## config.mk

```make
export PLATFORM = sky130hd
export DESIGN_NAME = add_seq_ctrl_flat
export DESIGN_NICKNAME = d
export VERILOG_FILES = /design/src/rtl/add_seq_ctrl_if.sv /design/src/rtl/add_seq_ctrl.sv /design/src/flat_wrapper.sv
export SDC_FILE = /design/constraint.sdc
export NUM_CORES = 1
export LEC_CHECK = 0
export CORE_AREA = 2 2 227 206
export DETAILED_ROUTE_END_ITERATION = 7
export DIE_AREA = 0 0 229 208
export HOLD_SLACK_MARGIN = 0.1
export PLACE_DENSITY_LB_ADDON = 0.05
export SLEW_MARGIN = 40
export SYNTH_ARGS = -nofsm -noshare
export SYNTH_HDL_FRONTEND = slang
export SYNTH_SLANG_ARGS = --single-unit
```

## constraint.sdc

```tcl
create_clock -name clk -period 6.8 [get_ports clk]
set_input_delay 1.7 -clock clk [delete_from_list [all_inputs] [get_ports clk]]
set_output_delay 1.7 -clock clk [all_outputs]
set_load 0.03 [all_outputs]
```

## src/rtl/add_seq_ctrl_if.sv

```systemverilog
// Operand/result handshake bundle for add_seq_ctrl.
// Optional sub input present when ADD_SEQ_SUB_EN is defined.
interface add_seq_ctrl_if #(
  parameter int WIDTH = 128
);
  logic             in_valid;
  logic             in_ready;
  logic [WIDTH-1:0] a;
  logic [WIDTH-1:0] b;
  logic             cin;
`ifdef ADD_SEQ_SUB_EN
  logic             sub;
`endif
  logic             out_valid;
  logic             out_ready;
  logic [WIDTH-1:0] sum;
  logic             cout;
  logic             ovf;

  modport slave (
    input  in_valid, a, b, cin,
`ifdef ADD_SEQ_SUB_EN
    input  sub,
`endif
    input  out_ready,
    output in_ready, out_valid, sum, cout, ovf
  );

  modport master (
    output in_valid, a, b, cin,
`ifdef ADD_SEQ_SUB_EN
    output sub,
`endif
    output out_ready,
    input  in_ready, out_valid, sum, cout, ovf
  );
endinterface

```

## src/rtl/add_seq_ctrl.sv

```systemverilog
// Nibble-serial WIDTH-bit adder: one 4-bit slice adder stepped LSB first.
// ADD_SEQ_SUB_EN adds a sub input (A - B - borrow, cin as borrow).
module add_seq_ctrl #(
  parameter int WIDTH = 128
) (
  input logic           clk,
  input logic           rst_n,
  add_seq_ctrl_if.slave bus
);
  localparam int N  = WIDTH / 4;
  localparam int IW = (N > 1) ? $clog2(N) : 1;
  localparam logic [IW-1:0] LAST = IW'(N - 1);

  typedef enum logic [1:0] {
    IDLE,
    RUN,
    DONE
  } state_t;

  state_t           state_q, state_d;
  logic [IW-1:0]    idx_q, idx_d;
  logic [WIDTH-1:0] a_q, a_d;
  logic [WIDTH-1:0] b_q, b_d;
  logic [WIDTH-1:0] sum_q, sum_d;
  logic             carry_q, carry_d;
  logic             cout_q, cout_d;
  logic             ovf_q, ovf_d;

  logic [WIDTH-1:0] b_in;
  logic             c_in;
  logic [3:0]       a_nib, b_nib;
  logic [4:0]       slice;
  logic [3:0]       part;

`ifdef ADD_SEQ_SUB_EN
  assign b_in = bus.sub ? ~bus.b : bus.b;
  assign c_in = bus.sub ? ~bus.cin : bus.cin;
`else
  assign b_in = bus.b;
  assign c_in = bus.cin;
`endif

  assign a_nib = a_q[{idx_q, 2'b00} +: 4];
  assign b_nib = b_q[{idx_q, 2'b00} +: 4];
  assign slice = {1'b0, a_nib} + {1'b0, b_nib} + {4'b0, carry_q};
  // carry into the nibble's top bit, for signed overflow on the last step
  assign part  = {1'b0, a_nib[2:0]} + {1'b0, b_nib[2:0]} + {3'b0, carry_q};

  always_comb begin
    state_d = state_q;
    idx_d   = idx_q;
    a_d     = a_q;
    b_d     = b_q;
    sum_d   = sum_q;
    carry_d = carry_q;
    cout_d  = cout_q;
    ovf_d   = ovf_q;
    unique case (state_q)
      IDLE: begin
        if (bus.in_valid) begin
          a_d     = bus.a;
          b_d     = b_in;
          carry_d = c_in;
          idx_d   = '0;
          sum_d   = '0;
          state_d = RUN;
        end
      end
      RUN: begin
        sum_d[{idx_q, 2'b00} +: 4] = slice[3:0];
        carry_d = slice[4];
        if (idx_q == LAST) begin
          cout_d  = slice[4];
          ovf_d   = slice[4] ^ part[3];
          idx_d   = '0;
          state_d = DONE;
        end else begin
          idx_d = idx_q + 1'b1;
        end
      end
      DONE: begin
        if (bus.out_ready) state_d = IDLE;
      end
      default: state_d = IDLE;
    endcase
  end

  always_ff @(posedge clk or negedge rst_n) begin
    if (!rst_n) begin
      state_q <= IDLE;
      idx_q   <= '0;
      a_q     <= '0;
      b_q     <= '0;
      sum_q   <= '0;
      carry_q <= 1'b0;
      cout_q  <= 1'b0;
      ovf_q   <= 1'b0;
    end else begin
      state_q <= state_d;
      idx_q   <= idx_d;
      a_q     <= a_d;
      b_q     <= b_d;
      sum_q   <= sum_d;
      carry_q <= carry_d;
      cout_q  <= cout_d;
      ovf_q   <= ovf_d;
    end
  end

  assign bus.in_ready  = (state_q == IDLE);
  assign bus.out_valid = (state_q == DONE);
  assign bus.sum       = sum_q;
  assign bus.cout      = cout_q;
  assign bus.ovf       = ovf_q;
endmodule

```

## src/flat_wrapper.sv

```systemverilog
// flat-port wrapper written by rule: the top's interface ports become plain ports
module add_seq_ctrl_flat 
#(
  parameter int WIDTH = 128
)
  (clk, rst_n, bus_in_valid, bus_a, bus_b, bus_cin, bus_out_ready, bus_in_ready, bus_out_valid, bus_sum, bus_cout, bus_ovf);
  add_seq_ctrl_if #(.WIDTH(WIDTH)) bus_i ();
  input logic clk;
  input logic rst_n;
  input wire logic [$bits(bus_i.in_valid)-1:0] bus_in_valid;
  input wire logic [$bits(bus_i.a)-1:0] bus_a;
  input wire logic [$bits(bus_i.b)-1:0] bus_b;
  input wire logic [$bits(bus_i.cin)-1:0] bus_cin;
  input wire logic [$bits(bus_i.out_ready)-1:0] bus_out_ready;
  output wire logic [$bits(bus_i.in_ready)-1:0] bus_in_ready;
  output wire logic [$bits(bus_i.out_valid)-1:0] bus_out_valid;
  output wire logic [$bits(bus_i.sum)-1:0] bus_sum;
  output wire logic [$bits(bus_i.cout)-1:0] bus_cout;
  output wire logic [$bits(bus_i.ovf)-1:0] bus_ovf;
  assign bus_i.in_valid = bus_in_valid;
  assign bus_i.a = bus_a;
  assign bus_i.b = bus_b;
  assign bus_i.cin = bus_cin;
  assign bus_i.out_ready = bus_out_ready;
  assign bus_in_ready = bus_i.in_ready;
  assign bus_out_valid = bus_i.out_valid;
  assign bus_sum = bus_i.sum;
  assign bus_cout = bus_i.cout;
  assign bus_ovf = bus_i.ovf;
  add_seq_ctrl #(.WIDTH(WIDTH)) u_core (.clk(clk), .rst_n(rst_n), .bus(bus_i));
endmodule
```

# After elaboration in Yosys (flattened, before gate mapping)
# Cells that the tools add are included.
# word_totals
regBits,394
output_inout_bits,132
elab_cells,43
# op_classes
addsub,6
n_eq_ne,6
shifts,4
muxes,12
n_bitwise,1
reduce_logical,6
# ops
op,n
128-bit one-hot mux with 2 select lines,1
128-bit by 8-bit variable part select with 4-bit output,2
128-bit bitwise mux,1
128-bit two-way mux,1
"4-bit by 9-bit variable shift with 128-bit output, first input constant",1
4-bit by 9-bit variable part select with 128-bit output,1
5-bit two-way mux,2
5-bit one-hot mux with 2 select lines,1
7-bit negator with 9-bit output,1
2-bit two-way mux,3
2-bit one-hot mux with 3 select lines,1
2-bit AND reduction,3
4-bit by 4-bit adder with 5-bit output,1
5-bit by 1-bit adder with 5-bit output,1
"5-bit by 1-bit adder with 5-bit output, second input constant",1
"5-bit == test, second input constant",1
3-bit by 3-bit adder with 4-bit output,1
4-bit by 1-bit adder with 4-bit output,1
"2-bit inequality test, second input constant",2
3-bit AND reduction,1
"2-bit by 1-bit == test with 1-bit output, second input constant",1
"2-bit == test, second input constant",1
2-bit logical NOT,1
"2-bit by 1-bit inequality test with 1-bit output, second input constant",1
4 further kinds,4

# Depth between registers and ports, before layout
# Gate-level depths: netlist of run 1.
# logic_depth
word_depth,6
depth_mapped,14
depth_no_buf,11

# Least setup slack after synthesis of run 1
# OpenSTA, ideal clock, no wires.
# synth_path
kind,reg2reg
from,register u_core.idx_q[1]
to,"register u_core.sum_q[121], in the netlist u_core.bus.sum[121]"
setup_ns,0.080
arrival_ns,3.515
required_ns,6.720
slack_ns,3.205
path_stages_with_launch,14
n_path_buf,4
cell_sequence,dfrtp_1 > buf_2 > buf_2 > clkbuf_1 > mux4_2 > mux4_2 > nand2_1 > nand2_1 > fa_1 > inv_1 > fa_1 > clkbuf_1 > nand3b_1 > mux2i_1
# synth_between
elab_chain_cells,6
# synth_lines
item,line_no,source
from (decl),add_seq_ctrl.sv:21,"logic [IW-1:0] idx_q, idx_d;"
from (signal assigned),add_seq_ctrl.sv:100,idx_q <= idx_d;
"128-bit by 8-bit variable part select with 4-bit output, on equally long branches","add_seq_ctrl.sv:43, add_seq_ctrl.sv:44",
4-bit by 4-bit adder with 5-bit output,add_seq_ctrl.sv:45,"assign slice = {1'b0, a_nib} + {1'b0, b_nib} + {4'b0, carry_q};"
5-bit by 1-bit adder with 5-bit output,add_seq_ctrl.sv:45,
4-bit by 9-bit variable part select with 128-bit output,add_seq_ctrl.sv:70,"sum_d[{idx_q, 2'b00} +: 4] = slice[3:0];"
128-bit bitwise mux *,add_seq_ctrl.sv:70,
128-bit one-hot mux with 2 select lines *,add_seq_ctrl.sv:58,unique case (state_q)
to (signal assigned),add_seq_ctrl.sv:103,sum_q <= sum_d;
to (decl),add_seq_ctrl.sv:24,"logic [WIDTH-1:0] sum_q, sum_d;"
# Every way passes the cells marked *; elsewhere a longest branch is shown, timed or not.
# A chain may end at the register's enable or synchronous reset.

# Worst setup path after layout of run 1
# layout_path
from,register u_core.idx_q[0]
to,"register u_core.sum_q[99], in the netlist u_core.bus.sum[99]"
# Same word-level chain as after synthesis.

==> results of run 1 <==
==> placed cells by master, fill, tap and decap left out, types with 10 or more instances in the layout <==
cell               n
nand3_1           12
clkbuf_8          13
nor2_1            13
nor3_2            19
clkbuf_16         45
mux4_2            76
dfrtp_1          391
clkbuf_1          10
mux2i_1          132
clkdlybuf4s50_1  391
nand2_1          941
==> layout make-up <==
cell class                 count  area share (%)
inverter                       6          0.0932
tap                          608            3.15
timing repair buffer         411            17.6
multi-input combinational   1298            32.0
clock buffer                  68            5.55
clock inverter                 9           0.818
antenna                        1          0.0104
sequential                   394            40.8
==> routing by layer <==
metal  wire length, um  part of all wire (%)  track usage [%]  vias up
li1                  -                     -                -     6603
met1             24400                    44             31.1     6932
met2             27000                    49             38.8      322
met3              2390                   4.3             3.89       81
met4              1360                   2.5             6.38        4
met5                26                 0.047                0        -
==> how the worst max path moves through the flow <==
stage	start	cells past startpoint	slack (ns)	endpoint
after floorplan	u_core.idx_q[1]	13	3.20	u_core.bus.sum[121]
after global placement	u_core.idx_q[0]	10	2.13	u_core.bus.sum[115]
after detailed placement	u_core.idx_q[1]	10	2.25	u_core.bus.sum[99]
after CTS	u_core.idx_q[1]	10	2.22	u_core.bus.sum[99]
after global routing	u_core.idx_q[0]	11	2.08	u_core.bus.sum[99]
final	u_core.idx_q[0]	11	2.40	u_core.bus.sum[99]
==> registers in the layout, summed over array words and instances (netlist names) <==
name             cells
u_core.bus.sum     128
u_core.bus.ovf       1
u_core.a_q         128
u_core.state_q       2
u_core.b_q         128
u_core.idx_q         5
u_core.bus.cout      1
u_core.carry_q       1
==> cell families after synthesis <==
group,count (synthesis),synth area share [%]
xor+xnor,5,0.244
mux,213,17.3
compound gates,37,1.48
buf+inv,117,2.59
simple gates,1032,22.6
fa+ha+maj,11,0.852
flops,394,55.0
==> tightest hold or removal path, stage by stage, from the launching register on <==
cell and delay (ns):
dfrtp_1 0.34, nand2_1 0.05, nand2_1 0.05
==> per-stage QoR <==
stage               area, um^2  power, W  utilization (%)
global route             24200    0.0131             53.5
floorplan                17900   0.00758                -
detailed placement       22500   0.00982             49.8
CTS                      24100    0.0124             53.2
global placement         22400   0.00962             49.5
finish                   24200    0.0123             53.5
==> power breakdown <==
part	leakage [nW]	switching (W)	internal (W)
Combinational	5.44	0.00340	0.00238
Clock	0.753	0.000951	0.00158
Sequential	5.07	0.000670	0.00334
==> metrics.log, run 1 <==
INFO  metric clock_path_buffers = 3
INFO  metric die_width = 229 um
INFO  metric antenna_violating_nets_left = 0
INFO  metric crit_path_frequent_cell = nand2_1
INFO  metric worst_hold_path.endpoint = u_core.a_q[67]
INFO  metric regArea = 0.00987 mm^2
INFO  metric grt_start_max_net_pins = a little over 200
INFO  metric fraction_of_the_yosys_area_taken_by_sequential_cells = approximately 55%
INFO  metric slew_viol_final = 0
INFO  metric max_slew.worst_pin.slew = 0.858 ns
INFO  metric cpMaxStageDelayCell = o21ai_1
INFO  metric timing.clock.skew = 0.00985 ns
INFO  metric synth.ff_latch_count = between 300 and 400
INFO  metric clkTransAtPathRegs = 0.06 ns
INFO  metric nNetsFinal = 2426
INFO  metric synth_top_area_share = 55.0%
INFO  metric worst_slew_margin_rel = a little over two fifths
INFO  metric filler_cell_count = 4153
INFO  metric count_of_flip_flops_with_a_built_in_enable_after_synthesis = 0
INFO  metric multi_input_logic_area = between 0.007 and 0.008 mm^2
INFO  metric gp_routability_congestion = around 0.82
INFO  metric r2r-end = u_core.bus.sum[99]
INFO  metric htree_levels = 2
INFO  metric holdWs = 0.471 ns
INFO  metric detail_route.first_pass.iterations = 5
INFO  metric run_status = completed
INFO  metric synthToLayoutAreaGrowth = 34.9%
INFO  metric grt_pass1_vias = around 15000
INFO  metric clock_sinks = around 390
INFO  metric final_cells = 2795
INFO  metric rr_startpoint = u_core.idx_q[0]
INFO  metric global_route_wire_length_before_repair = roughly 86000 um
INFO  metric number_of_antenna_violations_at_the_first_check_in_global_routing = 3
INFO  metric ys_types = 53
INFO  metric crit_type = flop to flop
INFO  metric routed_wirelength = ~55000 um
INFO  metric port_buffers = 392
INFO  metric critical_path_arrival = roughly 4.9 ns
INFO  metric final_period_minus_worst_setup_slack = 4.40 ns
INFO  metric hold_class = flop to flop
INFO  metric total_setup_buffers_inserted_after_cts = 0
INFO  metric final_layout_size_suffix_gt1_share = 9.10%
INFO  metric pre_cts_ws = approximately 2.2 ns
INFO  metric grt_setup_unrepaired = no
INFO  metric die_area = 0.0476 mm^2
INFO  metric timing.final.crit_share = about 65%
INFO  metric p_leak = 11.3 nW
INFO  metric layout_setup_ws = approximately 2.4 ns
INFO  metric cts-resized-gates = 0
INFO  metric hold_viol_final = 0
INFO  metric worstPathCellList = buf_12 -> buf_12 -> mux4_2 -> mux4_2 -> nand2_1 -> nand2_1 -> ha_1 -> and3_1 -> o21ai_1 -> nand2_1 -> mux2i_1
INFO  metric via_total_after_detailed_routing = 13900
INFO  metric tritoncts.num_buffers = between 40 and 50
INFO  metric min_from = u_core.a_q[67]
INFO  metric setup_viol = 0
INFO  metric cts_root_buf = clkbuf_16
INFO  metric wl_per_cell = between 15 and 20 um
INFO  metric post_synth.cell_area_avg = 9.91 um^2
INFO  metric peakVddDrop = 0.346 mV
INFO  metric synthesized_instance_count = 1809
INFO  metric die_span_in_y = 208 um
INFO  metric ff_to_ff_path_depth = 11
INFO  metric worst_hold_path_stage_count = 2
INFO  metric dp_hpwl = 39200 um
INFO  metric clkLatencyLatePin = 0.55 ns
INFO  metric drtIter0Drc = roughly 1100
INFO  metric synth_fp_nets = around 2100
INFO  metric crit_required = between 7 and 8 ns
INFO  metric floorplan.io_pins = 393
INFO  metric timing.setup.tns = 0 ns
INFO  metric overflow = 0
INFO  metric std_cell_rows = 74
INFO  metric achievable-frequency = 227 MHz
INFO  metric crit_path_start_kind = flop
INFO  metric r2r_setup_slack = 2.40 ns
INFO  metric dp_cells = 2714
INFO  metric syn-cell-area = 0.0179 mm^2
INFO  metric power_density = about 510 mW/mm^2
INFO  metric initial_utilization = between 30% and 40%
INFO  metric max-cap-violations = 0
INFO  metric ys_top_cells_by_area = dfrtp_1 55%, nand2_1 20%, mux4_2 9.6%, mux2i_1 7.4%, clkbuf_1 1.9%
INFO  metric synth_flop_cell = dfrtp_1
INFO  metric synth_top_area_cell = dfrtp_1
INFO  metric path_delay_family = multiplexers
INFO  metric route.detailed.drc = 0
INFO  metric tritoncts = built
INFO  metric cp.buffers_inverters = 2
INFO  metric endpoint_kind = flop
INFO  metric area_of_the_core_region = 0.0452 mm^2
INFO  metric synth.cells.most_frequent = 942 x nand2_1, 394 x dfrtp_1, 132 x mux2i_1, 90 x clkbuf_1, 76 x mux4_2
INFO  metric yosys.cell_count.top_type = nand2_1
INFO  metric critPathMaxStageDelay = 0.62 ns
INFO  metric postCtsHoldBufs = 0
INFO  metric vias_per_cell = ~5
INFO  metric grt.total_usage = between 20% and 30%
INFO  metric crit_fanout = 32
INFO  metric async_flop_share = 100%
INFO  metric yosysWarningCount = 0
(Power assumes the default switching activity.)
==> inputs of run 2 (changes only) <==
Clock period 6.8 ns to 4.5 ns, I/O delays scaled along.
==> metrics.log, run 2 (synthesis gave the netlist of run 1 again) <==
INFO  metric run_status = completed
INFO  metric clkLatencyLatePin = 0.55 ns
INFO  metric timing.final.crit_share = a little under nine tenths
INFO  metric grt_start_max_net_pins = 131
INFO  metric grt_setup_unrepaired = no
INFO  metric dr_wl_met3 = around 2500 um
INFO  metric crit_required = between 4 and 5 ns
INFO  metric cts-resized-gates = 0
INFO  metric drtIter0Drc = roughly 1000
INFO  metric grt_pass1_vias = 14900
INFO  metric clkTransAtPathRegs = 0.06 ns
INFO  metric r2r_setup_slack = around 0.63 ns
INFO  metric highest_layer = met5
INFO  metric via_total_after_detailed_routing = about 14000
INFO  metric die_width = 229 um
INFO  metric total_setup_buffers_inserted_after_cts = 0
INFO  metric clock_sinks = 394
INFO  metric routed_wirelength = approximately 55000 um
INFO  metric number_of_antenna_violations_at_the_first_check_in_global_routing = 3
INFO  metric nNetsFinal = roughly 2400
INFO  metric post-route-cell-area = 0.0242 mm^2
INFO  metric route.detailed.drc = 0
INFO  metric max_slew.worst_pin.slew = between 0.8 and 0.9 ns
INFO  metric postCtsHoldBufs = 0
INFO  metric detail_route.first_pass.iterations = 5
INFO  metric vias_per_cell = 5.03
INFO  metric crit_type = flop to flop
INFO  metric critical_path_arrival = 4.29 ns
INFO  metric placed_area = approximately 0.023 mm^2
INFO  metric power_density = 769 mW/mm^2
INFO  metric std_cell_rows = 74
INFO  metric tritoncts.num_buffers = 43
INFO  metric grt.total_usage = 23.3%
INFO  metric setup_viol = 0
INFO  metric met2_wirelength = 27700 um
INFO  metric p_leak = 11.3 nW
INFO  metric synthToLayoutAreaGrowth = 34.9%
INFO  metric final_common_cell = nand2_1
INFO  metric achievable-frequency = 258 MHz
INFO  metric final_layout_size_suffix_gt1_share = roughly a tenth
INFO  metric area_of_the_core_region = roughly 0.045 mm^2
INFO  metric clock_path_buffers = 3
INFO  metric wl_per_cell = 19.7 um
INFO  metric worst_slew_margin_rel = 43.0%
INFO  metric slew_viol_final = 0
INFO  metric crit_path_start_kind = flop
INFO  metric layout_setup_ws = between 0.6 and 0.7 ns
INFO  metric htree_levels = 2
INFO  metric pre_cts_ws = 0.590 ns
INFO  metric most-common-layout-cells = 941 x nand2_1, 391 x clkdlybuf4s50_1, 390 x dfrtp_1
INFO  metric floorplan.io_pins = 393
INFO  metric timing.clock.skew = 0.0212 ns
INFO  metric overflow = 0
INFO  metric gp_routability_congestion = 0.815
INFO  metric max-cap-violations = 0
INFO  metric initial_utilization = 39.7%
INFO  metric endpoint_kind = flop
INFO  metric port_buffers = 392
INFO  metric peakVddDrop = around 0.6 mV
INFO  metric die_span_in_y = 208 um
INFO  metric global_route_wire_length_before_repair = 86800 um
INFO  metric hold_viol_final = 0
INFO  metric dp_hpwl = 40000 um
INFO  metric timing.setup.tns = 0 ns
INFO  metric cts_root_buf = clkbuf_16
INFO  metric m1WireLength = about 24000 um
INFO  metric antenna_violating_nets_left = 0
INFO  metric tritoncts = built
INFO  metric final_period_minus_worst_setup_slack = roughly 3.9 ns
INFO  metric fin_total_pwr = 0.0186 W
INFO  metric die_area = 0.0476 mm^2
INFO  metric crit_fanout = 22
INFO  metric hold_class = flop to flop
INFO  metric filler_cell_count = 4190
[run 2: path summary, 6_finish.rpt]
kind                                 start                  end  depth (start not counted)
setup / recovery           u_core.idx_q[0]    u_core.bus.sum[3]                         11
hold / removal              u_core.b_q[41]       u_core.b_q[41]                          2
setup reg to reg           u_core.idx_q[0]    u_core.bus.sum[3]                         11
hold reg to reg             u_core.b_q[41]       u_core.b_q[41]                          2
max in group asynchronous            rst_n       u_core.b_q[54]                          3
min in group asynchronous            rst_n  u_core.bus.sum[124]                          1
[run 2: power by group]
group	switching (W)	internal [W]	total (W)	leakage, nW
clock network	0.00144	0.00218	0.00362	0.711
logic	0.00520	0.00368	0.00888	5.50
registers	0.00103	0.00506	0.00609	5.07
total	0.00767	0.0109	0.0186	11.3
[run 2: cell type report]
type,count,area [um^2],share of cell area (%)
multi-input cells,1298,7720,31.9
flip-flops and latches,394,9870,40.8
inverters,6,22.5,0.0931
repair buffers,422,4350,18.0
clock buffers,63,1260,5.22
well taps,608,761,3.15
clock inverters,13,186,0.771
diodes,2,5.00,0.0207
[run 2: stage by stage]
| step | std cells | utilization (%) | hold WS (ns) |
|---|---|---|---|
| 2_1_floorplan | 1809 | - | 0.440 |
| 3_3_place_gp | 2727 | 50.0 | 0.453 |
| 3_5_place_dp | 2728 | 50.2 | 0.458 |
| 4_1_cts | 2804 | 53.4 | 0.459 |
| 5_1_grt | 2806 | 53.5 | 0.480 |
| 6_report | 2806 | 53.5 | 0.468 |
[run 2: metal layers]
metal | vias up | GRT usage [%]
met5 | - | 0
met4 | 2 | 5.60
met3 | 78 | 3.56
met2 | 363 | 40.4
met1 | 7053 | 30.9
li1 | 6621 | -
[run 2: worst max-delay path: stages, from the launching register on]
cell and delay (ns):
dfrtp_4 0.53, buf_12 0.24, buf_4 0.21, mux4_2 0.50, mux4_2 0.47, nand2_1 0.08
nand2_1 0.07, ha_1 0.37, and3_1 0.23, or3_1 0.56, nand2_1 0.33, mux2i_1 0.13
